`config.mk`:
```
export PLATFORM = sky130hd
export DESIGN_NAME = seq_mul
export DESIGN_NICKNAME = d
export VERILOG_FILES = /design/src/rtl/seq_mul_pkg.sv /design/src/rtl/seq_mul_cu.sv /design/src/rtl/seq_mul.sv
export SDC_FILE = /design/constraint.sdc
export NUM_CORES = 1
export LEC_CHECK = 0
export CAP_MARGIN = 10
export CORE_ASPECT_RATIO = 1.1
export CORE_MARGIN = 5
export CORE_UTILIZATION = 50
export DETAILED_ROUTE_END_ITERATION = 12
export PLACE_DENSITY = 0.71
export SYNTH_ARGS = -nofsm -noshare
export SYNTH_HDL_FRONTEND = slang
export SYNTH_SLANG_ARGS = --single-unit
```
`constraint.sdc`:
```
create_clock -name clk -period 2.8 [get_ports clk]
set_input_delay 0.56 -clock clk [delete_from_list [all_inputs] [get_ports clk]]
set_output_delay 0.56 -clock clk [all_outputs]
set_load 0.01 [all_outputs]
```
`src/rtl/seq_mul_pkg.sv`:
```
// ---------------------------------------------------------------------------
// seq_mul_pkg : shared constants and state encoding for the shift-add
//               multiplier. Default widths match the divider datapath.
// Revision    : 1.0  initial release
// ---------------------------------------------------------------------------
`default_nettype none

package seq_mul_pkg;

  localparam int C_WIDTH = 10;
  localparam int C_FRAC  = 5;

  typedef enum logic [1:0] {
    IDLE  = 2'd0,
    MULT  = 2'd1,
    CHECK = 2'd2,
    DONE  = 2'd3
  } state_t;

endpackage

`default_nettype wire

```
`src/rtl/seq_mul_cu.sv`:
```
// ---------------------------------------------------------------------------
// seq_mul_cu : controller FSM for seq_mul (accept, iterate, range check).
// Revision   : 1.0  initial release
// ---------------------------------------------------------------------------
`default_nettype none

module seq_mul_cu
  import seq_mul_pkg::*;
(
  input  logic clk,
  input  logic rst,
  input  logic start_i,
  input  logic cnt_done_i,
  input  logic ovf_detect_i,
  output logic ld_o,
  output logic step_o,
  output logic busy_o,
  output logic done_o,
  output logic val_set_o,
  output logic ovf_set_o
);

  state_t state_q;
  state_t state_d;

  always_ff @(posedge clk or posedge rst) begin
    if (rst) begin
      state_q <= IDLE;
    end else begin
      state_q <= state_d;
    end
  end

  always_comb begin
    state_d   = state_q;
    ld_o      = 1'b0;
    step_o    = 1'b0;
    busy_o    = 1'b0;
    done_o    = 1'b0;
    val_set_o = 1'b0;
    ovf_set_o = 1'b0;
    case (state_q)
      IDLE: begin
        if (start_i) begin
          ld_o    = 1'b1;
          state_d = MULT;
        end
      end
      MULT: begin
        busy_o = 1'b1;
        step_o = 1'b1;
        if (cnt_done_i) begin
          state_d = CHECK;
        end
      end
      CHECK: begin
        busy_o    = 1'b1;
        val_set_o = ~ovf_detect_i;
        ovf_set_o = ovf_detect_i;
        state_d   = DONE;
      end
      DONE: begin
        // DONE accepts a new request just like IDLE for back-to-back use
        done_o = 1'b1;
        if (start_i) begin
          ld_o    = 1'b1;
          state_d = MULT;
        end else begin
          state_d = IDLE;
        end
      end
      default: state_d = IDLE;
    endcase
  end

endmodule

`default_nettype wire

```
`src/rtl/seq_mul.sv`:
```
// ---------------------------------------------------------------------------
// seq_mul  : sequential shift-add unsigned Q(WIDTH-FRAC).FRAC multiplier,
//            one multiplier bit per clock, truncated re-aligned result.
// Revision : 1.0  initial release
// ---------------------------------------------------------------------------
`default_nettype none

module seq_mul
  import seq_mul_pkg::*;
#(
  parameter int WIDTH = C_WIDTH,
  parameter int FRAC  = C_FRAC
) (
  input  logic             clk,
  input  logic             rst,
  input  logic             start,
  input  logic [WIDTH-1:0] a_in,
  input  logic [WIDTH-1:0] b_in,
  output logic             busy,
  output logic             valid,
  output logic             ovf,
  output logic [WIDTH-1:0] q_out
);

  localparam int CNT_W = $clog2(WIDTH + 1);

  logic [2*WIDTH-1:0] acc_q, acc_d;
  logic [2*WIDTH-1:0] mcand_q, mcand_d;
  logic [WIDTH-1:0]   mplier_q, mplier_d;
  logic [CNT_W-1:0]   cnt_q, cnt_d;
  logic [WIDTH-1:0]   q_q, q_d;
  logic               valid_q, ovf_q;

  logic ld, step, done_st, val_set, ovf_set;
  logic cnt_done, ovf_detect;

  assign cnt_done   = (cnt_q == CNT_W'(WIDTH - 1));
  assign ovf_detect = |acc_q[2*WIDTH-1:WIDTH+FRAC];

  seq_mul_cu u_cu (
    .clk          (clk),
    .rst          (rst),
    .start_i      (start),
    .cnt_done_i   (cnt_done),
    .ovf_detect_i (ovf_detect),
    .ld_o         (ld),
    .step_o       (step),
    .busy_o       (busy),
    .done_o       (done_st),
    .val_set_o    (val_set),
    .ovf_set_o    (ovf_set)
  );

  always_comb begin
    acc_d    = acc_q;
    mcand_d  = mcand_q;
    mplier_d = mplier_q;
    cnt_d    = cnt_q;
    q_d      = q_q;
    if (ld) begin
      acc_d    = '0;
      mcand_d  = {{WIDTH{1'b0}}, a_in};
      mplier_d = b_in;
      cnt_d    = '0;
    end else if (step) begin
      // Product of two WIDTH-bit values always fits in 2*WIDTH bits
      if (mplier_q[0]) begin
        acc_d = acc_q + mcand_q;
      end
      mcand_d  = mcand_q << 1;
      mplier_d = mplier_q >> 1;
      cnt_d    = cnt_q + CNT_W'(1);
    end
    if (val_set) begin
      q_d = acc_q[WIDTH+FRAC-1:FRAC];
    end
  end

  always_ff @(posedge clk or posedge rst) begin
    if (rst) begin
      acc_q    <= '0;
      mcand_q  <= '0;
      mplier_q <= '0;
      cnt_q    <= '0;
      q_q      <= '0;
      valid_q  <= 1'b0;
      ovf_q    <= 1'b0;
    end else begin
      acc_q    <= acc_d;
      mcand_q  <= mcand_d;
      mplier_q <= mplier_d;
      cnt_q    <= cnt_d;
      q_q      <= q_d;
      valid_q  <= val_set;
      ovf_q    <= ovf_set;
    end
  end

  // Pulses are only ever raised on the CHECK edge, so they coincide with DONE
  assign valid = valid_q & done_st;
  assign ovf   = ovf_q & done_st;
  assign q_out = q_q;

endmodule

`default_nettype wire

```
**After elaboration in Yosys (flattened, before gate mapping)**

Cells that the tools add are included.

- Register bits: 68
- Logic and storage cells: 47

- $add $sub $neg: 2
- Equality and inequality tests: 6
- Multiplexer cells: 20
- Bitwise operators: 3
- Reductions and logical operators: 8

Operator list:

| operator | number |
|---|---|
| $mux 20 | 5 |
| $add 20x20->20 | 1 |
| $mux 10 | 2 |
| $mux 1 | 8 |
| $mux 4 | 2 |
| $pmux 2 s4 | 1 |
| $reduce_or 5->1 | 1 |
| $add 4x1->4 const B | 1 |
| $eq 2x2->1 const B | 2 |
| $eq 4x4->1 const B | 1 |
| $mux 2 | 2 |
| $ne 2x2->1 const B | 2 |
| $reduce_and 2->1 | 2 |
| $reduce_bool 2->1 | 2 |
| $reduce_or 2->1 | 2 |
| $and 1x1->1 | 2 |
| $eq 2x1->1 const B | 1 |
| $logic_not 2->1 | 1 |
| $not 1->1 | 1 |

**Longest topological paths before layout**

- Depth after elaboration: 5
- Mapped depth: 11
- Gate-level depth less buffers: 11

**Hierarchy**

From an unflattened synthesis, not the netlist that was laid out.

- Cells, all modules: 396
- Area total of the unflattened synthesis: 3,912.5 um2

Modules (own cells, without submodules):

| module | times used | cells an instance | area an instance (um2) | seq. area each (um2) |
|---|---|---|---|---|
| seq_mul | 1 | 375 | 3,686.0 | 1,651.6 |
| seq_mul_cu | 1 | 21 | 226.5 | 50.0 |

**Least setup slack after synthesis**

No wires, ideal clock.

- Kind: flip-flop to flip-flop
- From: register acc_q[6]
- To: register acc_q[19]
- Arrival: 2,475 ps
- Required time: 2,726 ps
- Path slack: 250 ps
- Stages on the path, launching flop included: 10
- Cell sequence: dfrtp_1 ha_1 and3_4 a221o_1 a2111oi_4 a211oi_4 nor3_2 o211ai_1 a21o_1 a21oi_2

- Cells in the longest elaborated chain, start to end: 4

Ends and longest elaborated chain:

| element | line | source |
|---|---|---|
| start: declaration | seq_mul.sv:27 | `logic [2*WIDTH-1:0] acc_q, acc_d;` |
| start signal: assignment | seq_mul.sv:81 | `acc_q <= '0;` |
| start signal: assignment | seq_mul.sv:89 | `acc_q <= acc_d;` |
| $add 20x20->20 | seq_mul.sv:68 | `acc_d = acc_q + mcand_q;` |
| $mux 20 | seq_mul.sv:67 | `if (mplier_q[0]) begin` |
| $mux 20 | seq_mul.sv:65 | `end else if (step) begin` |
| $mux 20 | seq_mul.sv:60 | `if (ld) begin` |

No other way between the ends. The select of a mux whose other input is x is not followed.
A chain may end at the register's enable or synchronous reset.

**Final worst setup path**

- From: register mcand_q[7]
- To: register acc_q[19]

- Cells in the longest elaborated chain, start to end: 4

Ends and longest elaborated chain:

| element | line | source |
|---|---|---|
| start: declaration | seq_mul.sv:28 | `logic [2*WIDTH-1:0] mcand_q, mcand_d;` |
| start signal: assignment | seq_mul.sv:90 | `mcand_q <= mcand_d;` |
| $add 20x20->20 | seq_mul.sv:68 |  |
| $mux 20 | seq_mul.sv:67 |  |
| $mux 20 | seq_mul.sv:65 |  |
| $mux 20 | seq_mul.sv:60 |  |

No other way between the ends. The select of a mux whose other input is x is not followed.

==> run_results.csv <==
group,metric,value,unit
power,p_leak,2.10,nW
finish,multi_input_area,2050,sq um
job,max_cap_viol_count,0,
synthesis,async_flop_share,1.00,
synthesis,yosys_warnings,0,
place,dp_hpwl,5550,um
grt,grt_pass1_wl,13300,um
power,p_per_area,1020,nW/um^2
synthesis,synth_seq_cells,68,
power,vdd_ir_drop_max,0.415,mV
setup_path,cp_max_fo,5,
setup_path,cp-end-kind,"flop",
routing,vias_per_cell,5.28,
min_path,hold_depth,2,
min_path,hold_end,"q_out[4]",
clocking,clkTransAtPathRegs,70,ps
floorplan,start_util,0.514,
clocking,cts_hold_buf,0,
routing,route.vias.total,2955,
routing,drt_iter0_drc,106,
min_path,min_path_type,"flop to flop",
setup_path,crit_required,3070,ps
finish,layout_common_cells,"nand2_1 (84), dfrtp_1 (68), clkdlybuf4s50_1 (35)",
synthesis,synth_top_area_share,0.443,
sta,timing.final.crit_share,0.951,
floorplan,core,7470,sq um
setup_path,r2r_setup_slack,140,ps
clocking,cts_tree,"built",
setup_path,path_class,"flop to flop",
finish,drive_gt1_frac,0.0879,
setup_path,worstPathArrival,2930,ps
floorplan,row_count,33,
routing,antenna_left,0,
setup_path,r2r_start,"mcand_q[7]",
synthesis,syn_area_per_cell,9.33,sq um
clocking,numCtsBuffers,9,
routing,drt-wirelength-per-cell,14.0,um
sta,final-setup-viol-count,0,
clocking,insertion_delay,340,ps
clocking,clockBufferDepth,2,
finish,final_core_utilization,0.607,
grt,grt_start_max_net_pins,69,
routing,totalWireLength,7860,um
clocking,cts_root_buf,"clkbuf_8",
synthesis,synth.top_cells.by_area,"dfrtp_1 (44%), ha_1 (8.5%), nand2_1 (8.2%)",
floorplan,dieArea,9540,sq um
place,portBuffers,35,
sta,hold_ws,475,ps
grt,grt_usage,0.176,
synthesis,yosys.cell_types.count,48,
setup_path,r2r_end,"acc_q[19]",
sta,fin_crit,2660,ps
clocking,htree_num_levels,3,
synthesis,syn-cell-area,3840,sq um
place,gp_congestion,0.847,
finish,layout.area.seq,1700,sq um
sta,worstMarginPinSlew,548,ps
routing,drt-pass1-iter-count,4,
finish,antenna_cells,0,
floorplan,die_y,102,um
routing,remaining_drc_errors,0,
grt,antenna_found_initial,0,
synthesis,yosysTopAreaCell,"dfrtp_1",
sta,slew_viol_final,0,
run_status,outcome,"complete, no violations",
floorplan,io_pins,36,
finish,num-fill-cells,655,
setup_path,start_kind,"flop",
sta,slew_headroom,0.634,
synthesis,ys_seq_area_frac,0.443,
finish,layout_commonest_cell,"nand2_1",
grt,first_global_vias,2822,
setup_path,reg2reg_depth,9,
sta,hold_viol_final,0,
synthesis,synth_ff_type,"dfrtp_1",
grt,overflow,0,
clocking,cts.sinks,68,
synthesis,synth_edf_count,0,
sta,max_freq,375,MHz
sta,finClkSkew,9.59,ps
min_path,hold_start,"q_out[4]",
finish,nets,501,
synthesis,syn_nets,462,
synthesis,postSynthCellCount,412,
power,power,4.63,mW
finish,syn_to_final_growth,18.1,%
floorplan,die_w,93.6,um
==> area by class of cell <==
cell class | count | area share
clock inverters | 2 | 0.00221
clock buffers | 13 | 0.0350
well taps | 105 | 0.0289
repair buffers | 46 | 0.0982
flip-flops and latches | 68 | 0.375
inverters | 10 | 0.00827
multi-input cells | 316 | 0.452
==> kinds of logic (layout without fill, tap and decap cells) <==
family,Yosys count,count (layout),share of synthesized area
AND/OR/NAND/NOR,162,162,0.194
AO/OA/AOI/OAI,88,88,0.148
flip-flops,68,68,0.443
multiplexers,28,28,0.0729
buffers and inverters,28,71,0.0277
adder cells (fa/ha/maj),27,27,0.0898
XOR/XNOR,11,11,0.0251
==> worst max-delay path, cell delays in order (launching register included) <==
cell	delay [ps]
dfrtp_1	410
ha_2	390
and3_4	210
and3_4	200
a21bo_4	240
a211oi_4	250
nor3_2	90
or4_1	490
a21o_1	190
a21oi_2	120
==> registers in the layout (all words and copies together), names as in the netlist <==
signal / flops
acc_q: 20
cnt_q: 4
mcand_q: 20
mplier_q: 10
ovf_q: 1
q_out: 10
u_cu.state_q: 2
valid_q: 1
==> stage by stage <==
step / area [sq um] / std cells / setup slack, ps / setup TNS [ps]
finish: 4540 / 560 / 136 / 0
global route: 4540 / 560 / -3.42 / -3.42
CTS: 4520 / 559 / 32.3 / 0
detailed placement: 4350 / 544 / 64.6 / 0
global placement: 4350 / 544 / 153 / 0
floorplan: 3840 / 412 / 250 / 0
==> cells in the mapped netlist, drive strengths merged, types with 4 or more instances <==
cell,instances
and2,6
inv,10
nand3b,5
a21o,5
a21oi,31
nand2,84
xor2,4
o21ai,27
ha,26
o21a,6
clkbuf,15
nor2,28
dfrtp,68
a211oi,6
nand3,11
mux2i,28
xnor2,7
nor3,7
nor2b,7
==> power breakdown <==
part           internal (mW)  switching, mW  total (mW)
clock network          0.363          0.353       0.716
logic                   1.02           1.27        2.29
registers               1.35          0.274        1.62
total                   2.73           1.90        4.63
==> how the worst max path moves through the flow <==
stage / endpoint / start
CTS: acc_q[19] / acc_q[7]
global placement: acc_q[19] / acc_q[7]
detailed placement: acc_q[17] / acc_q[7]
finish: acc_q[19] / mcand_q[7]
global route: acc_q[19] / acc_q[7]
floorplan: acc_q[19] / acc_q[6]
==> repair_timing <==
item	4_1_cts	5_1_grt
gates resized for setup	0	3
endpoints found under the setup margin	0	6
buffers inserted	0	1
==> metal layers <==
metal | wire length, um | share of wire | up-vias | track usage
met2 | 3630 | 0.46 | 52 | 0.283
met1 | 3780 | 0.48 | 1386 | 0.233
met4 | 116 | 0.015 | 0 | 0.0600
met5 | 0 | 0 | - | 0
li1 | - | - | 1507 | -
met3 | 332 | 0.042 | 10 | 0.0442
Note: power is estimated with default switching activity, not from simulation.
